## src/rtl/float_accum_sequencer.sv

```systemverilog
// float_accum_sequencer: sums float vectors through an external adder, one add in flight at a time.
// Optional adder-response timeout enabled by defining FLOAT_ACCUM_TIMEOUT_EN.
module float_accum_sequencer #(
  parameter int MAX_WAIT = 64,
  parameter int COUNT_W = 8
) (
  input  logic               clk_i,
  input  logic               rst_i,
  input  logic [31:0]        in_value_i,
  input  logic               in_valid_i,
  input  logic               in_last_i,
  output logic               in_ready_o,
  output logic [31:0]        add_op1_o,
  output logic [31:0]        add_op2_o,
  output logic               add_input_valid_o,
  input  logic [31:0]        add_result_i,
  input  logic               add_result_valid_i,
  output logic [31:0]        sum_o,
  output logic               sum_valid_o,
  output logic [COUNT_W-1:0] count_o,
  output logic               busy_o,
  output logic               error_o
);
  typedef enum logic [1:0] {IDLE, ISSUE, WAIT, DONE} state_t;
  state_t state_q, state_d;
  logic [31:0] acc_q, acc_d, op_q, op_d, sum_q, sum_d;
  logic [COUNT_W-1:0] count_q, count_d;
  logic open_q, open_d, last_q, last_d, issued_q;
  logic accept, first, capture, timeout;
  assign accept = in_valid_i && state_q == IDLE;
  assign first = accept && !open_q;
  // the adder's valid is still left over from the previous op on the cycle right after issue
  assign capture = state_q == WAIT && !issued_q && add_result_valid_i;
  always_comb begin
    state_d = state_q;
    case (state_q)
      IDLE:    state_d = !accept ? IDLE : open_q ? ISSUE : in_last_i ? DONE : IDLE;
      ISSUE:   state_d = WAIT;
      WAIT:    state_d = capture ? (last_q ? DONE : IDLE) : timeout ? DONE : WAIT;
      default: state_d = IDLE;
    endcase
    acc_d = first ? in_value_i : capture ? add_result_i : acc_q;
    op_d = accept && open_q ? in_value_i : op_q;
    last_d = accept && open_q ? in_last_i : last_q;
    open_d = first ? 1'b1 : state_q == DONE ? 1'b0 : open_q;
    count_d = first ? COUNT_W'(1) : capture && count_q != '1 ? count_q + 1'b1 : count_q;
    sum_d = state_q == DONE ? acc_q : sum_q;
  end
  always_ff @(posedge clk_i) begin
    if (rst_i) begin
      state_q <= IDLE;
      acc_q <= '0;
      op_q <= '0;
      sum_q <= '0;
      count_q <= '0;
      open_q <= 1'b0;
      last_q <= 1'b0;
      issued_q <= 1'b0;
    end else begin
      state_q <= state_d;
      acc_q <= acc_d;
      op_q <= op_d;
      sum_q <= sum_d;
      count_q <= count_d;
      open_q <= open_d;
      last_q <= last_d;
      issued_q <= state_q == ISSUE;
    end
  end
`ifdef FLOAT_ACCUM_TIMEOUT_EN
  localparam int TW = $clog2(MAX_WAIT + 1);
  logic [TW-1:0] tmo_q;
  logic err_q;
  assign timeout = state_q == WAIT && !capture && tmo_q == TW'(MAX_WAIT - 1);
  always_ff @(posedge clk_i) begin
    tmo_q <= rst_i ? '0 : state_q == WAIT ? tmo_q + 1'b1 : '0;
    err_q <= rst_i || first ? 1'b0 : timeout ? 1'b1 : err_q;
  end
  assign error_o = err_q;
`else
  assign timeout = 1'b0 && MAX_WAIT > 0;
  assign error_o = 1'b0;
`endif
  assign in_ready_o = state_q == IDLE;
  assign add_op1_o = acc_q;
  assign add_op2_o = op_q;
  assign add_input_valid_o = state_q == ISSUE;
  assign sum_o = state_q == DONE ? acc_q : sum_q;
  assign sum_valid_o = state_q == DONE;
  assign count_o = count_q;
  assign busy_o = state_q != IDLE;
endmodule

```

## config.mk

```make
export PLATFORM = sky130hd
export DESIGN_NAME = float_accum_sequencer
export DESIGN_NICKNAME = d
export VERILOG_FILES = /design/src/rtl/float_accum_sequencer.sv
export SDC_FILE = /design/constraint.sdc
export NUM_CORES = 1
export LEC_CHECK = 0
export BUFFER_PORTS_ARGS = -buffer_cell sky130_fd_sc_hd__clkbuf_2
export CORE_AREA = 3 3 104 96
export CTS_CLUSTER_SIZE = 14
export DETAILED_ROUTE_END_ITERATION = 10
export DIE_AREA = 0 0 107 99
export HOLD_SLACK_MARGIN = 0.02
export PLACE_DENSITY = 0.81
export SLEW_MARGIN = 20
export SYNTH_ARGS = -nofsm -noshare
export SYNTH_HDL_FRONTEND = slang
export SYNTH_SLANG_ARGS = --single-unit
```

## constraint.sdc

```tcl
create_clock -name clk_i -period 3.6 [get_ports clk_i]
set_input_delay 0.72 -clock clk_i [delete_from_list [all_inputs] [get_ports clk_i]]
set_output_delay 0.72 -clock clk_i [all_outputs]
set_load 0.005 [all_outputs]
```

Word-level counts from Yosys, hierarchy flattened
Index checks and enable logic that the tools add are counted.
Storage, ports and cells
  flip-flop bits (word level): 109
  word-level logic and storage cells: 41
  output and inout bits: 109
  input bits: 69
Operators by class
  eq/ne operators: 4
  reduce and logical (&&, ||, !) cells: 14
  add/subtract/negate cells: 1
  mux-type cells: 13
Operators by type and width (number)
  $mux W32: 3
  $mux W2: 5
  $add A8 B1 Y8 const B: 1
  $ne A8 B8 Y1 const B: 1
  $reduce_bool A2 Y1: 4
  $logic_and A1 B1 Y1: 6
  $pmux W2 S3: 1
  $eq A2 B2 Y1 const B: 2
  $mux W1: 4
  $eq A2 B1 Y1 const B: 1
  $logic_not A1 Y1: 2
  $logic_not A2 Y1: 1
  $reduce_or A2 Y1: 1

Longest topological paths before layout
  word-level depth: 6
  gate-level depth with buffers: 6
  gate-level depth less buffers: 5

Least setup slack after synthesis
OpenSTA, ideal clock, no wires.
  path kind: reg2out
  start point: register state_q[1]
  end point: output sum_o[10]
  slack: 1.791 ns
  path buffers: 1
  stages on the path, launching flop included: 4
  required time: 2.880 ns
  arrival time: 1.089 ns
  path through: dfxtp_1 nand2_1 buf_2 mux2_2
On the way
  cells in the longest elaborated chain, start to end: 2
Ends and longest elaborated chain
  start, declared: line 25  | state_t state_q, state_d;
  start signal, assigned: line 60  | state_q <= state_d;
  $eq A2 B2 Y1: line 88  | assign sum_o = state_q == DONE ? acc_q : sum_q;
  $mux W32: line 88
  end, declared: line 18  | output logic [31:0] sum_o,
No other way between the ends.

Worst setup path in the final report
  start point: register state_q[1]
  end point: output sum_o[18]
Same word-level chain as after synthesis.

==> reports/metrics.cfg <==
[worst_setup_path]
worst_path_max_delay_cell = buf_4
criticalPathCategory = reg2out
worstPathMaxFanout = 34
end_kind = output port
crit_required_ns = 2.88
cp_cell_sequence = nand2_1, buf_4, mux2_2, clkbuf_2
arrival_ns = 1.77
critPathLaunchType = flip-flop
critPathMaxStageDelay_ns = 0.42

[final_layout]
design_area_um2 = 5530
areaGrowthSynthToFinish_pct = 24.6
multi_input_area_um2 = 2060
n_fill_cell = 801
n_antenna_cell = 0
drive_above_1_share = 0.406
nNetsFinal = 685
postLayoutCoreUtil = 0.612
area.sequential_um2 = 2180

[place]
io_buffers = 176
dpl-instance-area_um2 = 5350
dp_hpwl_um = 8040
routabilityCongestion = 0.774

[clocking]
cts_resized = 0
clk_latency_ns = 0.34
hold_buffers = 0
cts_tree = built
cts_inserted_buffers = 9
clock_sinks = 109
cts_buffer_depth = 2
clock-root-buffer = clkbuf_8
clkTransAtPathRegs_ns = 0.10
post-cts-setup-buffer-count = 0
htree_levels = 3

[global_routing]
grt_max_degree = 70
grt_first_pass_wirelength_um = 17800
grt_pass1_vias = 3756
grt_overflow = 0
antenna_found_initial = 0
grtUsageTotal = 0.208

[routing]
viasPerCell = 5.12
ant_nets = 0
drc = 0
dr_total_vias = 3786
drt-met1-wl_um = 4830
wl_per_cell_um = 15.2
met3_length_um = 655
top_layer = met4
dr.first_iter.drc_count = 111
drt-total-wl_um = 11200
wl_met2_um = 5640
dr.pass1.iters = 4

[timing]
fmax_mhz = 402
drv_slew = 0
period_share = 0.692
min_period_ns = 2.49
rsz0062_at_grt = false
finalSetupViolCount = 0
hold_slack_ns = 0.462
final.setup.tns_ns = 0
final_hold_viol_count = 0
slew_headroom = 0.432
tightest_slew_ns = 0.852
skew_ns = 0.0106

[floorplan]
die_h_um = 99
design.core.area_um2 = 9040
io_pins = 178
initial_core_util = 0.491
die-area_um2 = 10600
die_width_um = 107
rows = 33

[yosys]
post_synth_mux_area_share = 0.156
synth_cells = 455
yosys.area_share.adder = 0.00282
synth_compound_area_frac = 0.132
synth-simple-area-share = 0.163
syn-num-nets = 525
synth_xor_area_frac = 0.00986
ys_types = 30
synth_top_family_by_area = simple AND/OR/NAND/NOR gates
syn_area_um2 = 4440
syn_area_per_cell_um2 = 9.76
yosys_warnings = 0
synth-seq-cells = 109
seq_area_frac_synth = 0.492

[worst_hold_path]
hp-class = reg2reg

[outcome]
outcome = completed

[flow_run]
cap_violations = 0

[pwr]
ir_drop_mv = 0.246
leakage_nw = 2.48
p_per_area_nw_per_um2 = 436

[critical path, delay by kind of cell (launching register included)]
kind	cells	cell delay, ns
DFF	1	0.38
and+or+nand+nor	1	0.09
muxes	1	0.42
buffers and inverters	2	0.54
[metal layers]
layer  vias up  global-route usage
met5         -                   0
met4         0              0.0728
met3         8              0.0380
met2       128               0.371
met1      1786               0.251
li1       1864                   -
[cells by family after synthesis]
kind of cell,Yosys count
AO/OA/AOI/OAI,79
other,1
flip-flops,109
multiplexers,65
AND/OR/NAND/NOR,157
XOR/XNOR,5
adder cells (fa/ha/maj),1
buffers and inverters,38
[final timing paths]
check                startpoint             to  slack, ns  depth (start not counted)
setup / recovery     state_q[1]      sum_o[18]       1.11                          4
hold / removal    add_op2_o[19]  add_op2_o[19]       0.46                          2
setup reg to reg     state_q[0]  add_op2_o[15]       1.63                          5
hold reg to reg   add_op2_o[19]  add_op2_o[19]       0.46                          2
[cells in the mapped netlist]
| master | count | share of area |
|---|---|---|
| nand3_1 | 2 | 0.0023 |
| or4b_1 | 1 | 0.0023 |
| and4_1 | 1 | 0.0020 |
| o21ai_0 | 3 | 0.0034 |
| and4bb_2 | 1 | 0.0028 |
| or3_1 | 2 | 0.0028 |
| a21oi_1 | 37 | 0.042 |
| and3_1 | 3 | 0.0042 |
| xor2_1 | 5 | 0.0099 |
| and2_1 | 33 | 0.047 |
| nor2_1 | 39 | 0.033 |
| dfxtp_1 | 109 | 0.49 |
| nand2_1 | 71 | 0.060 |
| o211ai_1 | 4 | 0.0068 |
| buf_6 | 4 | 0.010 |
| ha_1 | 1 | 0.0028 |
| buf_4 | 4 | 0.0068 |
| clkbuf_1 | 17 | 0.014 |
| mux2i_1 | 33 | 0.074 |
| a211oi_1 | 16 | 0.027 |
| inv_1 | 4 | 0.0034 |
| nand4_1 | 1 | 0.0014 |
| conb_1 | 1 | 0.00084 |
| a211oi_2 | 18 | 0.051 |
| buf_2 | 9 | 0.010 |
| mux2_2 | 32 | 0.081 |
| or3b_2 | 1 | 0.0020 |
| nor3_2 | 1 | 0.0023 |
| nor2b_1 | 1 | 0.0014 |
| o2111ai_1 | 1 | 0.0020 |
[cell usage in the layout, fill, tap and decap left out, drive strengths merged]
cell type and instances:
a211oi 34, a21oi 37, and2 33, and3 3, and4 1, and4bb 1
buf 8, bufinv 1, clkbuf 185, clkinv 1, clkinvlp 2, conb 1
dfxtp 109, ha 1, inv 4, mux2 32, mux2i 33, nand2 71
nand3 2, nand4 1, nor2 39, nor2b 1, nor3 1, o2111ai 1
o211ai 4, o21ai 3, or3 2, or3b 1, or4b 1, xor2 5
[report_power, final]
part / internal (mW) / total, mW / switching (mW)
sequential: 1.28 / 1.33 / 0.0529
clock: 0.333 / 0.717 / 0.385
combinational: 0.166 / 0.368 / 0.202
[through the flow]
step           setup slack [ns]  cells  total power [mW]
2_1_floorplan              1.79    455              1.57
3_3_place_gp               1.43    726              1.71
5_1_grt                    1.02    740              2.54
4_1_cts                    1.08    740              2.44
6_report                   1.11    740              2.41
3_5_place_dp               1.37    726              1.73
[flip-flops by register name, indices dropped and copies added (netlist names)]
signal	cells
sum_q	32
last_q	1
count_o	8
add_op2_o	32
issued_q	1
state_q	2
add_op1_o	32
open_q	1
[cell type report]
class,count,area share
inverter,4,0.00271
sequential,109,0.394
clock buffer,10,0.0249
tap,122,0.0276
clock inverter,4,0.00905
multi-input combinational,308,0.373
timing repair buffer,183,0.169
(Power assumes the default switching activity.)
